`config.mk`:
```
export PLATFORM = sky130hd
export DESIGN_NAME = sram_arbiter
export DESIGN_NICKNAME = d
export VERILOG_FILES = /design/src/rtl/sram_arbiter_pkg.sv /design/src/rtl/sram_arbiter_grant.sv /design/src/rtl/sram_arbiter.sv
export SDC_FILE = /design/constraint.sdc
export NUM_CORES = 1
export LEC_CHECK = 0
export CORE_AREA = 2 2 136 138
export CTS_CLUSTER_SIZE = 25
export DETAILED_ROUTE_END_ITERATION = 10
export DIE_AREA = 0 0 138 140
export PLACE_DENSITY = 0.73
export SKIP_LAST_GASP = 1
export SLEW_MARGIN = 20
export SYNTH_ARGS = -nofsm -noshare
export SYNTH_HDL_FRONTEND = slang
export SYNTH_HIERARCHICAL = 1
export SYNTH_SLANG_ARGS = --single-unit
```
`constraint.sdc`:
```
create_clock -name i_clk -period 8.35 [get_ports i_clk]
set_input_delay 1.67 -clock i_clk [delete_from_list [all_inputs] [get_ports i_clk]]
set_output_delay 1.67 -clock i_clk [all_outputs]
set_load 0.03 [all_outputs]
```
`src/rtl/sram_arbiter_pkg.sv`:
```
// -----------------------------------------------------------------------------
// sram_arbiter_pkg
// Shared definitions for the two-requester SRAM arbiter:
//   N_REQ       number of requesters
//   MEM_RD_LAT  registered read latency of the attached memory (cycles)
//   tag_t       per-access tag carried down the response pipe
//   id_to_onehot helper turning a requester id into a response-valid vector
// -----------------------------------------------------------------------------
package sram_arbiter_pkg;

  localparam int N_REQ      = 2;
  localparam int MEM_RD_LAT = 1;

  typedef struct packed {
    logic valid;
    logic is_read;
    logic id;
  } tag_t;

  localparam tag_t TAG_IDLE = '{valid: 1'b0, is_read: 1'b0, id: 1'b0};

  function automatic logic [N_REQ-1:0] id_to_onehot(input logic id);
    logic [N_REQ-1:0] oh;
    if (id) begin
      oh = 2'b10;
    end else begin
      oh = 2'b01;
    end
    return oh;
  endfunction

endpackage

```
`src/rtl/sram_arbiter_grant.sv`:
```
// -----------------------------------------------------------------------------
// sram_arbiter_grant
// Purely combinational grant selection for two requesters.
// Configuration macro: SRAM_ARBITER_RR_EN
//   defined   : round-robin tie-break using the last-grant pointer
//   undefined : fixed priority, requester 0 wins every tie (no pointer port)
// Ports:
//   i_val   request-valid vector, bit n = requester n
//   i_last  (RR only) id of the most recently granted requester
//   o_gnt   one-hot grant, zero when nothing is valid
// -----------------------------------------------------------------------------
module sram_arbiter_grant
  import sram_arbiter_pkg::*;
(
  input  logic [N_REQ-1:0] i_val,
`ifdef SRAM_ARBITER_RR_EN
  input  logic             i_last,
`endif
  output logic [N_REQ-1:0] o_gnt
);

  // Select a single winner from the valid requesters
  always_comb begin
    o_gnt = 2'b00;
    case (i_val)
      2'b01: o_gnt = 2'b01;
      2'b10: o_gnt = 2'b10;
      2'b11: begin
`ifdef SRAM_ARBITER_RR_EN
        // The requester not granted most recently wins the tie
        if (i_last) begin
          o_gnt = 2'b01;
        end else begin
          o_gnt = 2'b10;
        end
`else
        o_gnt = 2'b01;
`endif
      end
      default: o_gnt = 2'b00;
    endcase
  end

endmodule

```
`src/rtl/sram_arbiter.sv`:
```
// -----------------------------------------------------------------------------
// sram_arbiter
// Two-requester arbiter and sequencer for a 64x64-bit single-port SRAM with a
// one-cycle registered read. Accepts one request per cycle, drives the memory
// pins from registers and returns read data three cycles after acceptance.
// Configuration macro: SRAM_ARBITER_RR_EN (round-robin ties; fixed priority
// to requester 0 when undefined).
// Ports:
//   i_clk, i_rst              clock, asynchronous active-high reset
//   i_req_val/o_req_rdy       per-requester valid/ready handshake
//   i_req_wr                  per-requester 1 = write, 0 = read
//   i_req_addr, i_req_data    per-requester address / write data (packed)
//   o_rsp_val, o_rsp_data     one-hot read-response valid, shared read data
//   o_mem_addr/data/wen/oen   registered memory pins
//   i_mem_data                memory read data
// -----------------------------------------------------------------------------
module sram_arbiter
  import sram_arbiter_pkg::*;
#(
  parameter int BW_DATA = 64,
  parameter int BW_ADDR = 6
) (
  input  logic                     i_clk,
  input  logic                     i_rst,
  input  logic [N_REQ-1:0]         i_req_val,
  output logic [N_REQ-1:0]         o_req_rdy,
  input  logic [N_REQ-1:0]         i_req_wr,
  input  logic [N_REQ*BW_ADDR-1:0] i_req_addr,
  input  logic [N_REQ*BW_DATA-1:0] i_req_data,
  output logic [N_REQ-1:0]         o_rsp_val,
  output logic [BW_DATA-1:0]       o_rsp_data,
  output logic [BW_ADDR-1:0]       o_mem_addr,
  output logic [BW_DATA-1:0]       o_mem_data,
  output logic                     o_mem_wen,
  output logic                     o_mem_oen,
  input  logic [BW_DATA-1:0]       i_mem_data
);

  logic [N_REQ-1:0]   gnt_s;
  logic [N_REQ-1:0]   rdy_s;
  logic               xfer_s;
  logic               gnt_id_s;
  logic [BW_ADDR-1:0] sel_addr_s;
  logic [BW_DATA-1:0] sel_data_s;
  logic               sel_wr_s;
  tag_t               new_tag_s;

  logic [BW_ADDR-1:0] mem_addr_r;
  logic [BW_DATA-1:0] mem_data_r;
  logic               mem_wen_r;
  logic               mem_oen_r;
  tag_t               tag_pipe_r [0:MEM_RD_LAT];
  logic [N_REQ-1:0]   rsp_val_r;
  logic [BW_DATA-1:0] rsp_data_r;

`ifdef SRAM_ARBITER_RR_EN
  logic               last_r;

  sram_arbiter_grant u_grant (
    .i_val  (i_req_val),
    .i_last (last_r),
    .o_gnt  (gnt_s)
  );

  // Last-grant pointer; moves only on an actual transfer, resets to requester 1
  always_ff @(posedge i_clk or posedge i_rst) begin
    if (i_rst) begin
      last_r <= 1'b1;
    end else if (xfer_s) begin
      last_r <= gnt_id_s;
    end else begin
      last_r <= last_r;
    end
  end
`else
  sram_arbiter_grant u_grant (
    .i_val  (i_req_val),
    .o_gnt  (gnt_s)
  );
`endif

  // Ready is the grant, suppressed while reset is asserted
  always_comb begin
    if (i_rst) begin
      rdy_s = 2'b00;
    end else begin
      rdy_s = gnt_s;
    end
  end

  // Mux the granted requester's fields and build its tag
  always_comb begin
    xfer_s   = |rdy_s;
    gnt_id_s = rdy_s[1];
    if (gnt_id_s) begin
      sel_addr_s = i_req_addr[BW_ADDR +: BW_ADDR];
      sel_data_s = i_req_data[BW_DATA +: BW_DATA];
      sel_wr_s   = i_req_wr[1];
    end else begin
      sel_addr_s = i_req_addr[0 +: BW_ADDR];
      sel_data_s = i_req_data[0 +: BW_DATA];
      sel_wr_s   = i_req_wr[0];
    end
    new_tag_s         = TAG_IDLE;
    new_tag_s.valid   = xfer_s;
    new_tag_s.is_read = xfer_s & ~sel_wr_s;
    new_tag_s.id      = gnt_id_s;
  end

  // Issue stage: memory pins for the access cycle; address/data hold when idle
  always_ff @(posedge i_clk or posedge i_rst) begin
    if (i_rst) begin
      mem_addr_r <= {BW_ADDR{1'b0}};
      mem_data_r <= {BW_DATA{1'b0}};
      mem_wen_r  <= 1'b0;
      mem_oen_r  <= 1'b0;
    end else if (xfer_s) begin
      mem_addr_r <= sel_addr_s;
      mem_data_r <= sel_data_s;
      mem_wen_r  <= sel_wr_s;
      mem_oen_r  <= ~sel_wr_s;
    end else begin
      mem_addr_r <= mem_addr_r;
      mem_data_r <= mem_data_r;
      mem_wen_r  <= 1'b0;
      mem_oen_r  <= 1'b0;
    end
  end

  // Tag pipe: stage 0 is the access cycle, the last stage sees memory read data
  always_ff @(posedge i_clk or posedge i_rst) begin
    if (i_rst) begin
      for (int i = 0; i <= MEM_RD_LAT; i++) begin
        tag_pipe_r[i] <= TAG_IDLE;
      end
    end else begin
      tag_pipe_r[0] <= new_tag_s;
      for (int i = 1; i <= MEM_RD_LAT; i++) begin
        tag_pipe_r[i] <= tag_pipe_r[i-1];
      end
    end
  end

  // Response register: capture read data when a read tag reaches the end
  always_ff @(posedge i_clk or posedge i_rst) begin
    if (i_rst) begin
      rsp_val_r  <= 2'b00;
      rsp_data_r <= {BW_DATA{1'b0}};
    end else if (tag_pipe_r[MEM_RD_LAT].valid && tag_pipe_r[MEM_RD_LAT].is_read) begin
      rsp_val_r  <= id_to_onehot(tag_pipe_r[MEM_RD_LAT].id);
      rsp_data_r <= i_mem_data;
    end else begin
      rsp_val_r  <= 2'b00;
      rsp_data_r <= rsp_data_r;
    end
  end

  assign o_req_rdy  = rdy_s;
  assign o_mem_addr = mem_addr_r;
  assign o_mem_data = mem_data_r;
  assign o_mem_wen  = mem_wen_r;
  assign o_mem_oen  = mem_oen_r;
  assign o_rsp_val  = rsp_val_r;
  assign o_rsp_data = rsp_data_r;

endmodule

```
==> results.yml <==
status:
  run_status: "completed"
global_route:
  grt_max_degree: 87
  grt_pass1_wl_um: 29900
  grt_usage: 0.198
  antenna_found_initial: 1
  grt_pass1_vias: 5127
  grt_overflow_total: 0
routing:
  wl_per_cell_um: 20.1
  wl_um: 19700
  drt-vias-per-instance: 5.10
  drtIter0Drc: 204
  post-route-drc-count: 0
  vias: 4997
  dr.pass1.iters: 4
  antenna_left: 0
finish:
  regArea_um2: 3580
  syn_to_final_growth_pct: 66.7
  drive_gt1_frac: 0.144
  multi_input_area_um2: 2300
  final_cells: 980
  nets: 947
  fill_cells: 1397
synthesis:
  syn_area_um2: 6190
  synth_top_area_share: 0.578
  yosys.area.top_type: "dfrtp_1"
  synth_edf_count: 0
  yosysSeqAreaShare: 0.578
  yosysMostFrequentCell: "dfrtp_1"
  synth_area_leaders: "dfrtp_1, mux2_1, or4b_1"
  synthesis.nets: 621
  synth_seq_cells: 143
  synthFlopType: "dfrtp_1"
  async_flop_share: 1.00
  ys_types: 19
  synth.avg_cell_area_um2: 15.1
  synth_common_cells: "dfrtp_1, or4b_1, mux2_1"
  synth_cells: 411
  ys_warn_count: 6
timing:
  final.min_clock_period_ns: 5.83
  fmax_ghz: 0.172
  hold_viol: 0
  skew_ns: 0.00913
  rsz0062_at_grt: "no"
  fin_crit_sh: 0.698
  finalSetupTns_ns: 0
  max_slew_margin: 0.477
  setup_viol: 0
  worst_pin_slew_ns: 0.784
  slew_violations: 0
floorplanning:
  dieArea_um2: 19300
  rows: 49
  die_h_um: 140
  ios: 350
  initial_core_util: 0.348
  die_w_um: 138
  coreArea_um2: 17800
clock_tree:
  cts-root-buf: "clkbuf_16"
  clk_path_buf_depth: 2
  cts_sinks: 143
  clk_pin_slew_ns: 0.06
  cts_tree: "built"
  cts_setup_buffers: 0
  clock_latency_ns: 0.42
  cts_resized: 0
  ctsHoldBuffers: 0
  cts_buffers: 17
  h-tree-depth: 4
pwr:
  switchingPower_uw: 842
  switching_share: 0.334
  power_density_nw_per_um2: 244
  internal_power_mw: 1.68
  p_leak_nw: 4.02
  p_clk_frac: 0.295
  pwr-share-seq: 0.360
  combPwrFrac: 0.345
  vdd_ir_drop_max_uv: 137
  p_total_mw: 2.52
worst_setup_path:
  crit_buf_inv: 5
  cpMaxStageDelayCell: "clkdlybuf4s50_1"
  cp.required_ns: 6.68
  cp_data_arrival_time_ns: 4.16
  slowest_delay_ns: 0.69
  path_cells: "clkdlybuf4s50_1 > nor2b_4 > buf_4 > nand2b_2 > buf_4 > inv_2 > clkdlybuf4s50_1"
  worstSetupPathType: "primary input to primary output"
  worstSetupEndpointType: "primary output"
  cp_top_family: "buffers and inverters"
  cp_max_fo: 76
  worst_setup_path_start_kind: "primary input"
job:
  drv_cap: 0
place:
  place.gp.congestion: 0.799
  dpl.cell_count: 946
  io_buffers: 349
  hpwl_um: 14200
min_path:
  hp-class: "flop to flop"
worst reg2reg max path, cell delays in order (launching register included):
cell and delay, ns:
dfrtp_1 0.39, nand2_2 0.14, buf_4 0.63, mux2_1 0.44
routing by layer:
layer | GRT usage | wire length, um | vias up
met4 | 0.0478 | 255 | 0
met2 | 0.344 | 10100 | 243
met3 | 0.0721 | 1590 | 17
met5 | 0 | 0 | -
li1 | - | - | 2306
met1 | 0.236 | 7740 | 2431
sequential cells by signal, summed over array words and instances, names as in the netlist:
signal,cells
o_rsp_val,2
o_rsp_data,64
o_mem_oen,1
tag_pipe_r,5
o_mem_data,64
o_mem_wen,1
o_mem_addr,6
stage by stage:
stage               area (um2)  hold WS [ns]  utilization  setup WS (ns)
floorplan                 6190         0.331            -           4.15
global placement          9710         0.334        0.546           2.38
detailed placement        9710         0.336        0.546           2.29
CTS                      10300         0.354        0.579           2.28
global route             10300         0.355        0.581           2.38
finish                   10300         0.360        0.581           2.52
cell type report:
| cell class | instances | share of cell area |
|---|---|---|
| flip-flops and latches | 143 | 0.347 |
| repair buffers | 356 | 0.345 |
| multi-input cells | 217 | 0.223 |
| clock buffers | 18 | 0.0425 |
| well taps | 229 | 0.0278 |
| clock inverters | 14 | 0.0139 |
| inverters | 2 | 0.00121 |
| diodes | 1 | 0.000242 |
power groups by stage:
stage,Sequential [mW],Combinational [mW],Clock [mW]
after floorplan,1.19,0.168,0
after CTS,0.908,0.880,0.761
after global placement,0.911,0.867,0
after global routing,0.924,0.907,0.796
after detailed placement,0.918,0.878,0
final,0.906,0.869,0.744
worst paths after layout:
path / end / startpoint / cells past startpoint / slack [ns]
worst max-delay path: o_req_rdy[1] / i_req_val[1] / 7 / 2.52
worst min-delay path: tag_pipe_r[2] / tag_pipe_r[5] / 0 / 0.36
worst max register to register: o_rsp_data[20] / tag_pipe_r[2] / 3 / 6.62
worst min register to register: tag_pipe_r[2] / tag_pipe_r[5] / 0 / 0.36
max in group asynchronous: o_rsp_data[4] / i_rst / 4 / 5.48
min in group asynchronous: o_mem_data[45] / i_rst / 3 / 1.74
placed cells by master, fill, tap and decap left out, types with 2 or more instances in the layout:
cell type	Yosys	layout
a21oi_1	2	2
buf_2	19	2
buf_4	2	5
clkbuf_16	0	17
clkdlybuf4s50_1	0	347
clkinvlp_4	0	4
dfrtp_1	143	143
inv_6	0	7
inv_8	0	2
mux2_1	64	64
o221a_1	9	9
o221a_2	61	61
or4b_1	70	70
logic make-up after synthesis:
family / count (synthesis) / synth area share
flops: 143 / 0.578
simple gates: 80 / 0.123
compound gates: 73 / 0.130
mux: 64 / 0.116
buf+inv: 51 / 0.0529
(Power assumes the default switching activity.)
